File: config.mk
export PLATFORM = sky130hd
export DESIGN_NAME = mem_access_unit_flat
export DESIGN_NICKNAME = d
export VERILOG_FILES = /design/src/rtl/mem_pkg.sv /design/src/rtl/mem_access_unit_if.sv /design/src/rtl/mem_lane_align.sv /design/src/rtl/mem_access_unit.sv /design/src/flat_wrapper.sv
export SDC_FILE = /design/constraint.sdc
export NUM_CORES = 1
export LEC_CHECK = 0
export CAP_MARGIN = 20
export CORE_UTILIZATION = 30
export DETAILED_ROUTE_END_ITERATION = 16
export PLACE_DENSITY_LB_ADDON = 0.15
export RECOVER_POWER = 25
export SYNTH_ARGS = -nofsm -noshare
export SYNTH_HDL_FRONTEND = slang
export SYNTH_SLANG_ARGS = --single-unit
export TNS_END_PERCENT = 5
File: constraint.sdc
create_clock -name clk -period 2.5 [get_ports clk]
set_clock_uncertainty 0.2 [all_clocks]
set_input_delay 0.5 -clock clk [delete_from_list [all_inputs] [get_ports clk]]
set_output_delay 0.5 -clock clk [all_outputs]
set_load 0.01 [all_outputs]
File: src/rtl/mem_pkg.sv
// Shared types and defaults for the load/store unit in front of the word-wide RAM.
package mem_pkg;

  localparam int unsigned RAM_WORDS_DEFAULT = 1024;

  typedef enum logic [1:0] {
    SIZE_B = 2'd0,
    SIZE_H = 2'd1,
    SIZE_W = 2'd2,
    SIZE_R = 2'd3
  } size_t;

  typedef enum logic [2:0] {
    IDLE,
    READ,
    CAPTURE,
    WRITE,
    RESP
  } state_t;

endpackage

File: src/rtl/mem_access_unit_if.sv
// Request/response handshake between a requester and the memory access unit.
interface mem_access_unit_if;

  logic        req_valid;
  logic        req_ready;
  logic        req_write;
  logic [31:0] req_addr;
  logic [1:0]  req_size;
  logic        req_unsigned;
  logic [31:0] req_wdata;
  logic        resp_valid;
  logic [31:0] resp_rdata;
  logic        resp_error;

  modport master (
    output req_valid, req_write, req_addr, req_size, req_unsigned, req_wdata,
    input  req_ready, resp_valid, resp_rdata, resp_error
  );

  modport slave (
    input  req_valid, req_write, req_addr, req_size, req_unsigned, req_wdata,
    output req_ready, resp_valid, resp_rdata, resp_error
  );

endinterface

File: src/rtl/mem_lane_align.sv
// Little-endian lane extraction with sign/zero extension for loads, and lane
// merge of store data into an existing RAM word for sub-word stores.
module mem_lane_align
  import mem_pkg::*;
(
  input  logic [31:0] ramWord,
  input  logic [31:0] wdata,
  input  logic [1:0]  addrLow,
  input  size_t       size,
  input  logic        isUnsigned,
  output logic [31:0] loadData,
  output logic [31:0] mergeData
);

  logic [7:0]  lane8;
  logic [15:0] lane16;

  always_comb begin
    lane8 = '0;
    case (addrLow)
      2'd0:    lane8 = ramWord[7:0];
      2'd1:    lane8 = ramWord[15:8];
      2'd2:    lane8 = ramWord[23:16];
      default: lane8 = ramWord[31:24];
    endcase
    lane16 = addrLow[1] ? ramWord[31:16] : ramWord[15:0];
  end

  always_comb begin
    loadData  = '0;
    mergeData = ramWord;
    case (size)
      SIZE_B: begin
        loadData = {{24{~isUnsigned & lane8[7]}}, lane8};
        case (addrLow)
          2'd0:    mergeData[7:0]   = wdata[7:0];
          2'd1:    mergeData[15:8]  = wdata[7:0];
          2'd2:    mergeData[23:16] = wdata[7:0];
          default: mergeData[31:24] = wdata[7:0];
        endcase
      end
      SIZE_H: begin
        loadData = {{16{~isUnsigned & lane16[15]}}, lane16};
        if (addrLow[1]) mergeData[31:16] = wdata[15:0];
        else            mergeData[15:0]  = wdata[15:0];
      end
      SIZE_W: begin
        loadData  = ramWord;
        mergeData = wdata;
      end
      default: ;
    endcase
  end

endmodule

File: src/rtl/mem_access_unit.sv
// Byte/halfword/word load-store unit driving a single-port RAM with synchronous
// read; sub-word stores are done as read-merge-write.
module mem_access_unit
  import mem_pkg::*;
#(
  parameter int unsigned RAM_WORDS = RAM_WORDS_DEFAULT
) (
  input  logic               clk,
  input  logic               reset,
  mem_access_unit_if.slave   bus,
  output logic [31:0]        ram_address,
  output logic [31:0]        ram_dataIn,
  input  logic [31:0]        ram_dataOut,
  output logic               ram_writeEnable
);

  state_t      state, nextState;
  size_t       reqSize, sizeQ;
  logic [1:0]  addrLowQ;
  logic        unsignedQ;
  logic        writeQ;
  logic        misaligned;
  logic        reqError;
  logic        accept;
  logic [31:0] respRdataQ;
  logic        respErrorQ;
  logic [31:0] loadData;
  logic [31:0] mergeData;

  assign reqSize = size_t'(bus.req_size);
  assign accept  = bus.req_valid && (state == IDLE);

  always_comb begin
    misaligned = 1'b0;
    case (reqSize)
      SIZE_B:  misaligned = 1'b0;
      SIZE_H:  misaligned = bus.req_addr[0];
      SIZE_W:  misaligned = |bus.req_addr[1:0];
      default: misaligned = 1'b1;
    endcase
    reqError = misaligned || ({2'b00, bus.req_addr[31:2]} >= RAM_WORDS);
  end

  // ram_dataIn carries the latched store data until CAPTURE replaces it with
  // the merged word, so no separate wdata latch is kept.
  mem_lane_align u_align (
    .ramWord    (ram_dataOut),
    .wdata      (ram_dataIn),
    .addrLow    (addrLowQ),
    .size       (sizeQ),
    .isUnsigned (unsignedQ),
    .loadData   (loadData),
    .mergeData  (mergeData)
  );

  always_comb begin
    nextState = state;
    case (state)
      IDLE: begin
        if (bus.req_valid) begin
          if (reqError)                                nextState = RESP;
          else if (bus.req_write && reqSize == SIZE_W) nextState = WRITE;
          else                                         nextState = READ;
        end
      end
      READ:    nextState = CAPTURE;
      CAPTURE: nextState = writeQ ? WRITE : RESP;
      WRITE:   nextState = RESP;
      RESP:    nextState = IDLE;
      default: nextState = IDLE;
    endcase
  end

  always_ff @(posedge clk) begin
    if (reset) begin
      state       <= IDLE;
      ram_address <= '0;
      ram_dataIn  <= '0;
      addrLowQ    <= '0;
      sizeQ       <= SIZE_B;
      unsignedQ   <= 1'b0;
      writeQ      <= 1'b0;
      respRdataQ  <= '0;
      respErrorQ  <= 1'b0;
    end else begin
      state <= nextState;
      if (accept) begin
        ram_address <= {2'b00, bus.req_addr[31:2]};
        ram_dataIn  <= bus.req_wdata;
        addrLowQ    <= bus.req_addr[1:0];
        sizeQ       <= reqSize;
        unsignedQ   <= bus.req_unsigned;
        writeQ      <= bus.req_write;
        if (reqError) begin
          respRdataQ <= '0;
          respErrorQ <= 1'b1;
        end
      end
      if (state == CAPTURE) begin
        if (writeQ) begin
          ram_dataIn <= mergeData;
        end else begin
          respRdataQ <= loadData;
          respErrorQ <= 1'b0;
        end
      end
      if (state == WRITE) begin
        respRdataQ <= '0;
        respErrorQ <= 1'b0;
      end
    end
  end

  assign bus.req_ready   = (state == IDLE);
  assign bus.resp_valid  = (state == RESP);
  assign bus.resp_rdata  = respRdataQ;
  assign bus.resp_error  = respErrorQ;
  assign ram_writeEnable = (state == WRITE) && !reset;

endmodule

File: src/flat_wrapper.sv
// flat-port wrapper written by rule: the top's interface ports become plain ports
module mem_access_unit_flat import mem_pkg::*;
#(
  parameter int unsigned RAM_WORDS = RAM_WORDS_DEFAULT
)
  (clk, reset, ram_address, ram_dataIn, ram_dataOut, ram_writeEnable, bus_req_valid, bus_req_write, bus_req_addr, bus_req_size, bus_req_unsigned, bus_req_wdata, bus_req_ready, bus_resp_valid, bus_resp_rdata, bus_resp_error);
  mem_access_unit_if bus_i ();
  input  logic clk;
  input  logic reset;
  output logic [31:0] ram_address;
  output logic [31:0] ram_dataIn;
  input  logic [31:0] ram_dataOut;
  output logic ram_writeEnable;
  input wire logic [$bits(bus_i.req_valid)-1:0] bus_req_valid;
  input wire logic [$bits(bus_i.req_write)-1:0] bus_req_write;
  input wire logic [$bits(bus_i.req_addr)-1:0] bus_req_addr;
  input wire logic [$bits(bus_i.req_size)-1:0] bus_req_size;
  input wire logic [$bits(bus_i.req_unsigned)-1:0] bus_req_unsigned;
  input wire logic [$bits(bus_i.req_wdata)-1:0] bus_req_wdata;
  output wire logic [$bits(bus_i.req_ready)-1:0] bus_req_ready;
  output wire logic [$bits(bus_i.resp_valid)-1:0] bus_resp_valid;
  output wire logic [$bits(bus_i.resp_rdata)-1:0] bus_resp_rdata;
  output wire logic [$bits(bus_i.resp_error)-1:0] bus_resp_error;
  assign bus_i.req_valid = bus_req_valid;
  assign bus_i.req_write = bus_req_write;
  assign bus_i.req_addr = bus_req_addr;
  assign bus_i.req_size = bus_req_size;
  assign bus_i.req_unsigned = bus_req_unsigned;
  assign bus_i.req_wdata = bus_req_wdata;
  assign bus_req_ready = bus_i.req_ready;
  assign bus_resp_valid = bus_i.resp_valid;
  assign bus_resp_rdata = bus_i.resp_rdata;
  assign bus_resp_error = bus_i.resp_error;
  mem_access_unit #(.RAM_WORDS(RAM_WORDS)) u_core (.clk(clk), .reset(reset), .bus(bus_i), .ram_address(ram_address), .ram_dataIn(ram_dataIn), .ram_dataOut(ram_dataOut), .ram_writeEnable(ram_writeEnable));
endmodule
## Word level (Yosys, flattened, before mapping)

Index checks and enable logic that the tools add are counted.

- Flip-flop bits (word level): 104
- Output and inout bits: 100
- Logic and storage cells: 70

- Order comparisons: 1
- Eq/ne operators: 14
- Multiplexer cells: 27
- Bitwise logic cells: 3
- Reductions and logical operators: 14

Operators by type and width:

| operator | number |
|---|---|
| $mux W32 | 7 |
| $pmux W32 S3 | 2 |
| $mux W16 | 3 |
| $mux W8 | 4 |
| $ge A30 B11 Y1 const B | 1 |
| $pmux W8 S3 | 1 |
| $pmux W3 S4 | 1 |
| $mux W3 | 3 |
| $eq A2 B1 Y1 const B | 3 |
| $eq A2 B2 Y1 const B | 3 |
| $eq A3 B2 Y1 const B | 2 |
| $logic_not A2 Y1 | 3 |
| $mux W1 | 4 |
| $ne A4 B3 Y1 const B | 1 |
| $ne A4 B4 Y1 const B | 1 |
| $reduce_or A2 Y1 | 2 |
| $eq A3 B1 Y1 const B | 1 |
| $eq A3 B3 Y1 const B | 1 |
| $logic_and A1 B1 Y1 | 3 |
| $logic_not A3 Y1 | 1 |
| $ne A3 B3 Y1 const B | 1 |
| $pmux W1 S3 | 1 |
| $reduce_and A3 Y1 | 1 |
| $reduce_or A3 Y1 | 1 |
| other kinds (7) | 8 |

## Longest topological paths before layout

- Word-level depth: 7
- Depth in mapped cells: 9
- Depth with buffers taken out: 5

## By module

From an unflattened synthesis, not the netlist that was laid out.

- Cells, all modules: 794
- Area total of the unflattened synthesis: 6169.7 um2

Modules (own cells, without submodules):

| module | times used | cells an instance | area an instance (um2) |
|---|---|---|---|
| mem_access_unit | 1 | 515 | 4307.9 |
| mem_lane_align | 1 | 279 | 1861.8 |

## Least setup slack after synthesis

Ideal clock, no wire load.

- Path kind: in2reg
- From: in reset
- To: reg u_core.respRdataQ[21], in the netlist u_core.bus.resp_rdata[21]
- Library setup time: 59 ps
- Arrival time: 1696 ps
- Setup slack: 545 ps
- Stages: 6
- Path through: clkbuf_1 > or4_1 > buf_2 > nor2_8 > buf_6 > a22o_1

- Longest elaborated chain between the ends: 1

RTL lines:

| what | line | text |
|---|---|---|
| start, declared | flat_wrapper.sv:9 | `input logic reset;` |
| $reduce_or A2 Y1 (no line) | -- |  |
| end signal, assigned | mem_access_unit.sv:103 | `respRdataQ <= loadData;` |
| end, declared | mem_access_unit.sv:25 | `logic [31:0] respRdataQ;` |

No other way between the ends.
A chain may end at the register's enable or synchronous reset.

## Final worst setup path

- From: reg u_core.state[2]
- To: out ram_writeEnable

- Longest elaborated chain between the ends: 2

RTL lines:

| what | line | text |
|---|---|---|
| start, declared | mem_access_unit.sv:17 | `state_t state, nextState;` |
| start signal, assigned | mem_access_unit.sv:86 | `state <= nextState;` |
| $eq A3 B2 Y1 | mem_access_unit.sv:118 | `assign ram_writeEnable = (state == WRITE) && !reset;` |
| $logic_and A1 B1 Y1 | mem_access_unit.sv:118 |  |
| end, declared | flat_wrapper.sv:13 | `output logic ram_writeEnable;` |

No other way between the ends.

==> flow_metrics.env <==
export IMPL_die_area_sq_mm=0.0177
export IMPL_yosysTopAreaCell="dfxtp_1"
export IMPL_synth_adder_area_share_pct=0
export IMPL_post_route_drc_count=0
export IMPL_status="completed"
export IMPL_start_kind="flip-flop"
export IMPL_power_mw=4.04
export IMPL_antenna_found_initial=0
export IMPL_grt_usage_pct=20.9
export IMPL_slew_violations=0
export IMPL_wirelength_um=18500
export IMPL_initialDrtViolationCount=275
export IMPL_tns_ns=0
export IMPL_clk_pin_slew_worst_paths_ns=0.08
export IMPL_fp_dieH_um=133
export IMPL_synth_top_family_by_area="compound AO/OA/AOI/OAI gates"
export IMPL_synth_compound_area_share_pct=27.0
export IMPL_num_antenna_cells=0
export IMPL_die_x_um=133
export IMPL_ys_ff_latch=104
export IMPL_synth_edf_count=0
export IMPL_synthFlopType="dfxtp_1"
export IMPL_cts_path_max_buffers=2
export IMPL_gr_usage_met3_pct=5.75
export IMPL_synth_distinct_cells=54
export IMPL_max_slew_worst_pin_slew_ns=0.931
export IMPL_synth_top_cells_by_count="nand2_1, dfxtp_1, a21oi_1, nor2_1, a22o_1"
export IMPL_cts_tree="done"
export IMPL_postSynthCellCount=620
export IMPL_synth_top_cell_area_share_pct=40.5
export IMPL_finalCritPeriodShare_pct=97.9
export IMPL_synthSimpleGateAreaFrac_pct=20.1
export IMPL_place_hpwl_um=14100
export IMPL_clockRootBuffer="clkbuf_16"
export IMPL_cp_end_kind="output port"
export IMPL_whs_ns=0.257
export IMPL_grt_first_pass_wirelength_um=28600
export IMPL_layout_drive_gt1_share_pct=10.4
export IMPL_routabilityCongestion=0.877
export IMPL_crit_arrival_ns=1.75
export IMPL_instances_no_fill=1024
export IMPL_ys_warn_count=0
export IMPL_nNetsFinal=902
export IMPL_synth_xor_area_share_pct=0
export IMPL_numCtsBuffers=9
export IMPL_leakagePower_nw=2.78
export IMPL_dp_cells=1008
export IMPL_viasPerCell=5.22
export IMPL_first_pass_iters=5
export IMPL_synthMuxAreaShare_pct=5.32
export IMPL_finalSetupViolCount=0
export IMPL_ys_seq_area_share_pct=40.5
export IMPL_met2_usage_pct=35.6
export IMPL_synth_area_sq_mm=0.00515
export IMPL_synth_most_common_cell="nand2_1"
export IMPL_clock_fmax_mhz=409
export IMPL_synth_area_leaders="dfxtp_1, nand2_1, a21oi_1"
export IMPL_path_max_fanout=5
export IMPL_grt_busiest_layer="met2"
export IMPL_grt_remaining_overflow=0
export IMPL_synthArstFlopShare_pct=0
export IMPL_clkSinkCount=104
export IMPL_io_buffers=200
export IMPL_design_area_sq_mm=0.00761
export IMPL_postCtsSetupRepairBufs=0
export IMPL_placed_area_sq_mm=0.00732
export IMPL_areaGrowthSynthToFinish_pct=47.9
export IMPL_rows=47
export IMPL_initial_core_util_pct=30.9
export IMPL_ant_nets=0
export IMPL_power_density_mw_per_mm2=530
export IMPL_utilization_pct=45.7
export IMPL_pre_cts_ws_ns=-0.0280
export IMPL_syn_avg_cell_area_sq_um=8.30
export IMPL_clock_latency_ns=0.36
export IMPL_relSlewSlack_pct=37.4
export IMPL_first_global_vias=5191
export IMPL_hold_class="flip-flop to flip-flop"
export IMPL_maxCapViolations=0
export IMPL_wl_per_cell_um=18.1
export IMPL_crit_required_ns=1.80
export IMPL_ir_worst_vdd_mv=0.334
export IMPL_fin_ws_ns=0.0534
export IMPL_fp_coreArea_sq_mm=0.0166
export IMPL_pin_count=203
export IMPL_period_needed_ns=2.45
export IMPL_grtUsageMet1_pct=25.9
export IMPL_hold_viol_final=0
export IMPL_grt_start_max_net_pins=64
export IMPL_vias=5346
export IMPL_path_class="flip-flop to output port"
export IMPL_cts_htree_levels=3
worst paths after layout:
path	start	end	slack (ns)	cells past startpoint
worst max-delay path	u_core.state[2]	ram_writeEnable	0.05	3
worst min-delay path	u_core.ram_address[19]	u_core.ram_address[19]	0.26	2
worst max register to register	u_core.sizeQ[1]	u_core.ram_dataIn[0]	0.23	5
worst min register to register	u_core.ram_address[19]	u_core.ram_address[19]	0.26	2
registers in the layout (all words and copies together), names as in the netlist:
name	count
u_core.state	3
u_core.bus.resp_rdata	32
u_core.addrLowQ	2
u_core.sizeQ	2
u_core.bus.resp_error	1
u_core.unsignedQ	1
u_core.writeQ	1
u_core.ram_dataIn	32
u_core.ram_address	30
where the power goes:
group          internal (mW)  total (mW)  switching (mW)
Combinational          0.438       0.854           0.416
Clock                  0.697        1.39           0.698
Sequential              1.73        1.79          0.0637
Total                   2.86        4.04            1.18
kinds of logic after synthesis:
logic type             Yosys count
DFF                            104
muxes                           26
AOI/OAI and AO/OA              192
buffers and inverters           66
other                            1
and+or+nand+nor                231
final cells by class:
class,instances,area (sq um)
Fill cell,1625,9030
Multi-Input combinational cell,451,2720
Timing Repair Buffer,221,2200
Sequential cell,104,2090
Tap cell,220,275
Clock buffer,9,225
Clock inverter,7,65.1
Inverter,12,45.0
layer usage:
metal  share of wire, %  routed length [um]
met1                 42                7830
met2                 49                8990
met5                  0                   0
met4                1.7                 309
met3                7.5                1380
cell usage in the layout, fill, tap and decap left out, types with 15 or more instances in the layout:
cell type and n:
clkdlybuf4s50_1 189, a21oi_1 67, nand2_1 130, nor2_1 55
o22ai_1 15, a22o_1 24, buf_4 15, dfxtp_1 102
a22oi_1 18, mux2i_1 15
worst max-delay path, stage by stage (launching register included):
cell	delay (ns)
dfxtp_1	0.37
nand2b_2	0.24
nor3b_2	0.21
clkdlybuf4s50_1	0.57
repair_timing:
action	in CTS	in global routing
pin swaps	0	0
endpoints found under the setup margin	1	1
gates resized for setup	1	4
hold buffers	0	0
No activity file was read; power rests on OpenSTA's default activity.
